==> src/rtl/csr_ctrl.sv <==
// CSR read-modify-write sequencer: IDLE->READ->EXEC->WRITE, writes land 3 edges after accept; req_ready low and stall high while busy.
// Define CSR_RO_CHECK_EN to fault writes to read-only CSRs (addr[11:10] == 2'b11) instead of performing them.
module csr_ctrl (
  input  logic        clk,
  input  logic        rst,
  input  logic        req_valid,
  output logic        req_ready,
  input  logic [2:0]  funct3,
  input  logic        rs1_is_zero,
  input  logic [11:0] csr_addr,
  input  logic [4:0]  rd_addr,
  input  logic        flush,
  input  logic [31:0] csr_rdata,
  input  logic [31:0] alu_result,
  output logic [2:0]  op_sel,
  output logic [1:0]  alu_op,
  output logic [11:0] csr_raddr,
  output logic        csr_we,
  output logic [11:0] csr_waddr,
  output logic [31:0] csr_wdata,
  output logic        rd_we,
  output logic [4:0]  rd_waddr,
  output logic [31:0] rd_data,
  output logic        stall,
  output logic        illegal
);

  typedef enum logic [1:0] {IDLE, READ, EXEC, WRITE} state_e;

  state_e      state_q;
  logic [2:0]  f3_q;
  logic [11:0] addr_q;
  logic [4:0]  rd_q;
  logic        rs1z_q;
  logic [31:0] old_q;
  logic [31:0] new_q;
  logic        req_ready_q;
  logic        stall_q;
  logic [2:0]  op_sel_q;
  logic [1:0]  alu_op_q;
  logic [11:0] csr_raddr_q;
  logic        csr_we_q;
  logic [11:0] csr_waddr_q;
  logic        rd_we_q;
  logic [4:0]  rd_waddr_q;
  logic [31:0] rd_data_q;
  logic        illegal_q;

  logic        accept_d;
  logic [2:0]  op_sel_d;
  logic [1:0]  alu_op_d;
  logic        csr_wr_d;
  logic        ro_fault_d;

  always_comb begin
    accept_d = req_valid && !flush && (funct3[1:0] != 2'b00);
    op_sel_d = 3'd0;
    alu_op_d = 2'd0;
    case (f3_q)
      3'b001:         op_sel_d = 3'd1;
      3'b101:         op_sel_d = 3'd2;
      3'b010, 3'b011: op_sel_d = 3'd3;
      3'b110, 3'b111: op_sel_d = 3'd4;
      default:        op_sel_d = 3'd0;
    endcase
    case (f3_q[1:0])
      2'b10:   alu_op_d = 2'd1;
      2'b11:   alu_op_d = 2'd2;
      default: alu_op_d = 2'd0;
    endcase
    // Set/clear with a zero operand is a pure read and must not touch the CSR.
    csr_wr_d = (f3_q[1:0] == 2'b01) || !rs1z_q;
`ifdef CSR_RO_CHECK_EN
    ro_fault_d = (addr_q[11:10] == 2'b11) && csr_wr_d;
`else
    ro_fault_d = 1'b0;
`endif
  end

  always_ff @(posedge clk) begin
    if (rst) begin
      state_q     <= IDLE;
      f3_q        <= 3'd0;
      addr_q      <= 12'd0;
      rd_q        <= 5'd0;
      rs1z_q      <= 1'b0;
      old_q       <= 32'd0;
      new_q       <= 32'd0;
      req_ready_q <= 1'b1;
      stall_q     <= 1'b0;
      op_sel_q    <= 3'd0;
      alu_op_q    <= 2'd0;
      csr_raddr_q <= 12'd0;
      csr_we_q    <= 1'b0;
      csr_waddr_q <= 12'd0;
      rd_we_q     <= 1'b0;
      rd_waddr_q  <= 5'd0;
      rd_data_q   <= 32'd0;
      illegal_q   <= 1'b0;
    end else begin
      csr_we_q  <= 1'b0;
      rd_we_q   <= 1'b0;
      illegal_q <= 1'b0;
      op_sel_q  <= 3'd0;
      alu_op_q  <= 2'd0;
      case (state_q)
        IDLE: begin
          if (accept_d) begin
            f3_q        <= funct3;
            addr_q      <= csr_addr;
            rd_q        <= rd_addr;
            rs1z_q      <= rs1_is_zero;
            csr_raddr_q <= csr_addr;
            req_ready_q <= 1'b0;
            stall_q     <= 1'b1;
            state_q     <= READ;
          end
        end
        READ: begin
          old_q       <= csr_rdata;
          csr_raddr_q <= 12'd0;
          if (flush) begin
            req_ready_q <= 1'b1;
            stall_q     <= 1'b0;
            state_q     <= IDLE;
          end else begin
            op_sel_q <= op_sel_d;
            alu_op_q <= alu_op_d;
            state_q  <= EXEC;
          end
        end
        EXEC: begin
          if (flush) begin
            req_ready_q <= 1'b1;
            stall_q     <= 1'b0;
            state_q     <= IDLE;
          end else begin
            new_q       <= alu_result;
            csr_we_q    <= csr_wr_d && !ro_fault_d;
            csr_waddr_q <= addr_q;
            rd_we_q     <= (rd_q != 5'd0) && !ro_fault_d;
            rd_waddr_q  <= rd_q;
            rd_data_q   <= old_q;
            illegal_q   <= ro_fault_d;
            state_q     <= WRITE;
          end
        end
        WRITE: begin
          // Commit is already on the outputs; flush here cannot retract it.
          new_q       <= 32'd0;
          csr_waddr_q <= 12'd0;
          rd_waddr_q  <= 5'd0;
          rd_data_q   <= 32'd0;
          req_ready_q <= 1'b1;
          stall_q     <= 1'b0;
          state_q     <= IDLE;
        end
        default: state_q <= IDLE;
      endcase
    end
  end

  assign req_ready = req_ready_q;
  assign stall     = stall_q;
  assign op_sel    = op_sel_q;
  assign alu_op    = alu_op_q;
  assign csr_raddr = csr_raddr_q;
  assign csr_we    = csr_we_q;
  assign csr_waddr = csr_waddr_q;
  assign csr_wdata = new_q;
  assign rd_we     = rd_we_q;
  assign rd_waddr  = rd_waddr_q;
  assign rd_data   = rd_data_q;
  assign illegal   = illegal_q;

endmodule
==> config.mk <==
export PLATFORM = sky130hd
export DESIGN_NAME = csr_ctrl
export DESIGN_NICKNAME = d
export VERILOG_FILES = /design/src/rtl/csr_ctrl.sv
export SDC_FILE = /design/constraint.sdc
export NUM_CORES = 1
export LEC_CHECK = 0
export BUFFER_PORTS_ARGS = -buffer_cell sky130_fd_sc_hd__clkbuf_2
export CAP_MARGIN = 20
export CORE_UTILIZATION = 45
export CTS_BUF_LIST = sky130_fd_sc_hd__clkbuf_4 sky130_fd_sc_hd__clkbuf_8
export DETAILED_ROUTE_END_ITERATION = 8
export PLACE_DENSITY = 0.73
export RECOVER_POWER = 25
export SLEW_MARGIN = 30
export SYNTH_ARGS = -nofsm -noshare
export SYNTH_HDL_FRONTEND = slang
export SYNTH_SLANG_ARGS = --single-unit
==> constraint.sdc <==
create_clock -name clk -period 1.7 [get_ports clk]
set_input_delay 0.17 -clock clk [delete_from_list [all_inputs] [get_ports clk]]
set_output_delay 0.17 -clock clk [all_outputs]
set_load 0.1 [all_outputs]
==> flow_summary.yaml <==
outcome:
  outcome: "complete, no violations"
sta:
  hold_viol_final: 0
  maxSlewViolCount: 0
  tightest_slew_ns: 0.590
  maxClockFrequency_mhz: 623
  setup_viol: 0
  hold-worst-slack_ns: 0.0923
  finalWorstSetupSlack_ns: 0.0946
  period_share_pct: 94.4
  clock-skew-final_ns: 0.00889
  fin_tns_setup_ns: 0
  slew_headroom_pct: 60.8
  finalCriticalPeriod_ns: 1.61
  rsz0062_at_grt: "false"
finish:
  design_area_sq_mm: 0.00794
  drive_above_1_share_pct: 28.8
  diodes: 0
  area_delta_synth_final_pct: 42.2
  fin_cells: 1022
  seq_area_sq_mm: 0.00314
  fill_cells: 959
  multi_input_area_sq_mm: 0.00221
  finalNetCount: 941
synthesis:
  postSynthCellCount: 582
  ys.flop_type: "dfxtp_1"
  synth_async_sr_flop_share_pct: 0
  synthMuxAreaShare_pct: 5.73
  avgSynthCellArea_sq_um: 9.60
  synth_seq_cells: 157
  synth_top_family_by_area: "simple AND/OR/NAND/NOR gates"
  synth_warnings: 0
  netlist-cell-type-count: 31
  synth_nets: 677
  synthXorXnorAreaFrac_pct: 0
  synth_compound_area_share_pct: 15.3
  synth_area_sq_mm: 0.00559
  synth_fa_ha_area_share_pct: 1.34
  synth_edf_count: 0
  yosys.area_share.simple_pct: 16.5
  ys_seq_area_share_pct: 56.3
routing:
  routed_wl_um: 15300
  via_per_inst: 5.04
  dr.pass1.iters: 4
  drc_errors: 0
  drtIter0Drc: 388
  num_vias: 5155
  detail-route-antenna-nets: 0
  post_drt_wl_per_cell_um: 14.9
die:
  die_y_um: 113
  die_area_sq_mm: 0.0129
  fp.dieW_um: 113
  fp.coreArea_sq_mm: 0.0121
  ioPinCount: 192
  num_rows: 40
  start_util_pct: 46.3
placed_design:
  port_buffers: 190
  dp_hpwl_um: 9390
  dpl_cell_area_sq_mm: 0.00672
  dp_cells: 908
  place_congestion: 0.821
  dp_slack_ns: -0.0523
clocking:
  ctsRootBufferMaster: "clkbuf_8"
  cts.clk_slew.worst_paths_ns: 0.07
  cts_max_path_buffers: 2
  htree_num_levels: 4
  cts_tree: "done"
  worstSkewPairLatency_ns: 0.44
  numCtsBuffers: 17
  clkSinkCount: 157
setup_path:
  start_kind: "flop"
  end_kind: "flop"
  cp.required_ns: 2.06
  r2r-start: "state_q[0]"
  crit_path_start: "state_q[0]"
  reg2reg_slack_ns: 0.09
  crit_type: "flop to flop"
  critPathArrivalTime_ns: 1.97
  worst_r2r_endpoint: "f3_q[0]"
  worstSetupEndpoint: "f3_q[0]"
  reg2reg_depth: 6
  path_max_fanout: 10
global_route:
  grt_pass1_wl_um: 24400
  gr-usage-all-layers_pct: 24.2
  gr-total-overflow: 0
  grt_max_degree: 55
  antenna_found_initial: 0
  grt_pass1_vias: 5065
power:
  p_leak_uw: 0.00339
  vdd_drop_max_uv: 648
  power.density_mw_per_mm2: 944
min_path:
  min_path_type: "input port to flop"
flow_run:
  drv_cap: 0
## worst max-delay path: stages (launching register included)
cell,delay [ns]
dfxtp_2,0.36
inv_2,0.10
ha_1,0.33
and3_2,0.34
buf_4,0.20
nand2_1,0.07
a21oi_1,0.14
## stage by stage
| step | power [uW] | utilization, % |
|---|---|---|
| 6_report | 7500 | 65.9 |
| 5_1_grt | 7820 | 65.9 |
| 4_1_cts | 7540 | 65.7 |
| 3_5_place_dp | 5100 | 55.7 |
| 3_3_place_gp | 5060 | 55.7 |
| 2_1_floorplan | 4790 | - |
## repair_timing
action | 4_1_cts | 5_1_grt
pin swaps | 0 | 0
endpoints found under the hold margin | 96 | 0
resized for setup | 3 | 8
setup buffers | 1 | 0
hold buffers | 85 | 0
gates cloned | 1 | 0
setup endpoints to repair | 65 | 78
## layout by cell type, fill, tap and decap left out, types with 2 or more instances in the layout
cell type | netlist | final
nor3_1 | 3 | 3
clkbuf_8 | 0 | 18
o21ai_1 | 2 | 4
nand2_1 | 46 | 45
a21oi_1 | 27 | 27
dfxtp_1 | 157 | 156
nand4b_1 | 12 | 12
buf_4 | 11 | 9
mux2i_1 | 32 | 32
ha_1 | 6 | 5
a22oi_1 | 81 | 81
o21ai_0 | 13 | 10
nand2b_1 | 16 | 15
clkinv_2 | 0 | 2
nor2_1 | 122 | 122
clkbuf_4 | 0 | 6
and3_1 | 2 | 2
dlygate4sd3_1 | 0 | 85
inv_1 | 4 | 3
buf_12 | 0 | 7
clkbuf_2 | 0 | 189
## flip-flops by register name, indices dropped and copies added (netlist names), 2 cells and up
register and cells:
rd_q 5, op_sel 3, csr_wdata 32, csr_waddr 12
state_q 2, rd_waddr 5, f3_q 3, old_q 32
alu_op 2, addr_q 12, rd_data 32, csr_raddr 12
## metal layers
layer / routed length [um] / share of wire [%] / track usage, % / up-vias
li1: - / - / - / 2527
met1: 6400 / 42 / 27.8 / 2411
met2: 7470 / 49 / 42.1 / 187
met3: 1060 / 6.9 / 7.39 / 30
met4: 323 / 2.1 / 9.74 / 0
met5: 0 / 0 / 0 / -
## cell type report
type / count / share of cell area, %
inverters: 4 / 0.189
flip-flops and latches: 157 / 39.6
clock buffers: 24 / 3.69
multi-input cells: 374 / 27.9
repair buffers: 292 / 25.8
well taps: 168 / 2.65
clock inverters: 3 / 0.221
## cells by family after synthesis
| logic type | after synthesis |
|---|---|
| AOI/OAI and AO/OA | 127 |
| buffers and inverters | 51 |
| muxes | 32 |
| and+or+nand+nor | 208 |
| DFF | 157 |
| other | 1 |
| adders and majority gates | 6 |
## synthesized netlist by cell type, types with 2 or more instances
| cell type | number | area [sq um] |
|---|---|---|
| a21oi_1 | 27 | 135 |
| a22oi_1 | 81 | 608 |
| and3_1 | 2 | 12.5 |
| buf_1 | 3 | 11.3 |
| buf_2 | 16 | 80.1 |
| buf_4 | 11 | 82.6 |
| buf_6 | 2 | 22.5 |
| clkbuf_1 | 15 | 56.3 |
| dfxtp_1 | 157 | 3140 |
| ha_1 | 6 | 75.1 |
| inv_1 | 4 | 15.0 |
| mux2i_1 | 32 | 320 |
| nand2_1 | 46 | 173 |
| nand2b_1 | 16 | 100 |
| nand4b_1 | 12 | 105 |
| nor2_1 | 122 | 458 |
| nor3_1 | 3 | 15.0 |
| o21ai_0 | 13 | 65.1 |
| o21ai_1 | 2 | 10.0 |
## how the worst min path moves through the flow
stage | from | end | slack, ns | cells past startpoint
3_5_place_dp | rd_addr[3] | rd_q[3] | 0.40 | 3
6_report | rst | csr_waddr[2] | 0.09 | 2
2_1_floorplan | csr_addr[0] | addr_q[0] | 0.31 | 2
5_1_grt | rst | csr_waddr[2] | 0.08 | 2
4_1_cts | rst | csr_waddr[2] | 0.06 | 2
3_3_place_gp | rd_addr[3] | rd_q[3] | 0.40 | 3
## report_power, final
group	switching (uW)	total [uW]	internal [uW]
Combinational	762	1270	510
Sequential	94.2	3930	3830
Clock	1200	2300	1100
Note: power is estimated with default switching activity, not from simulation.
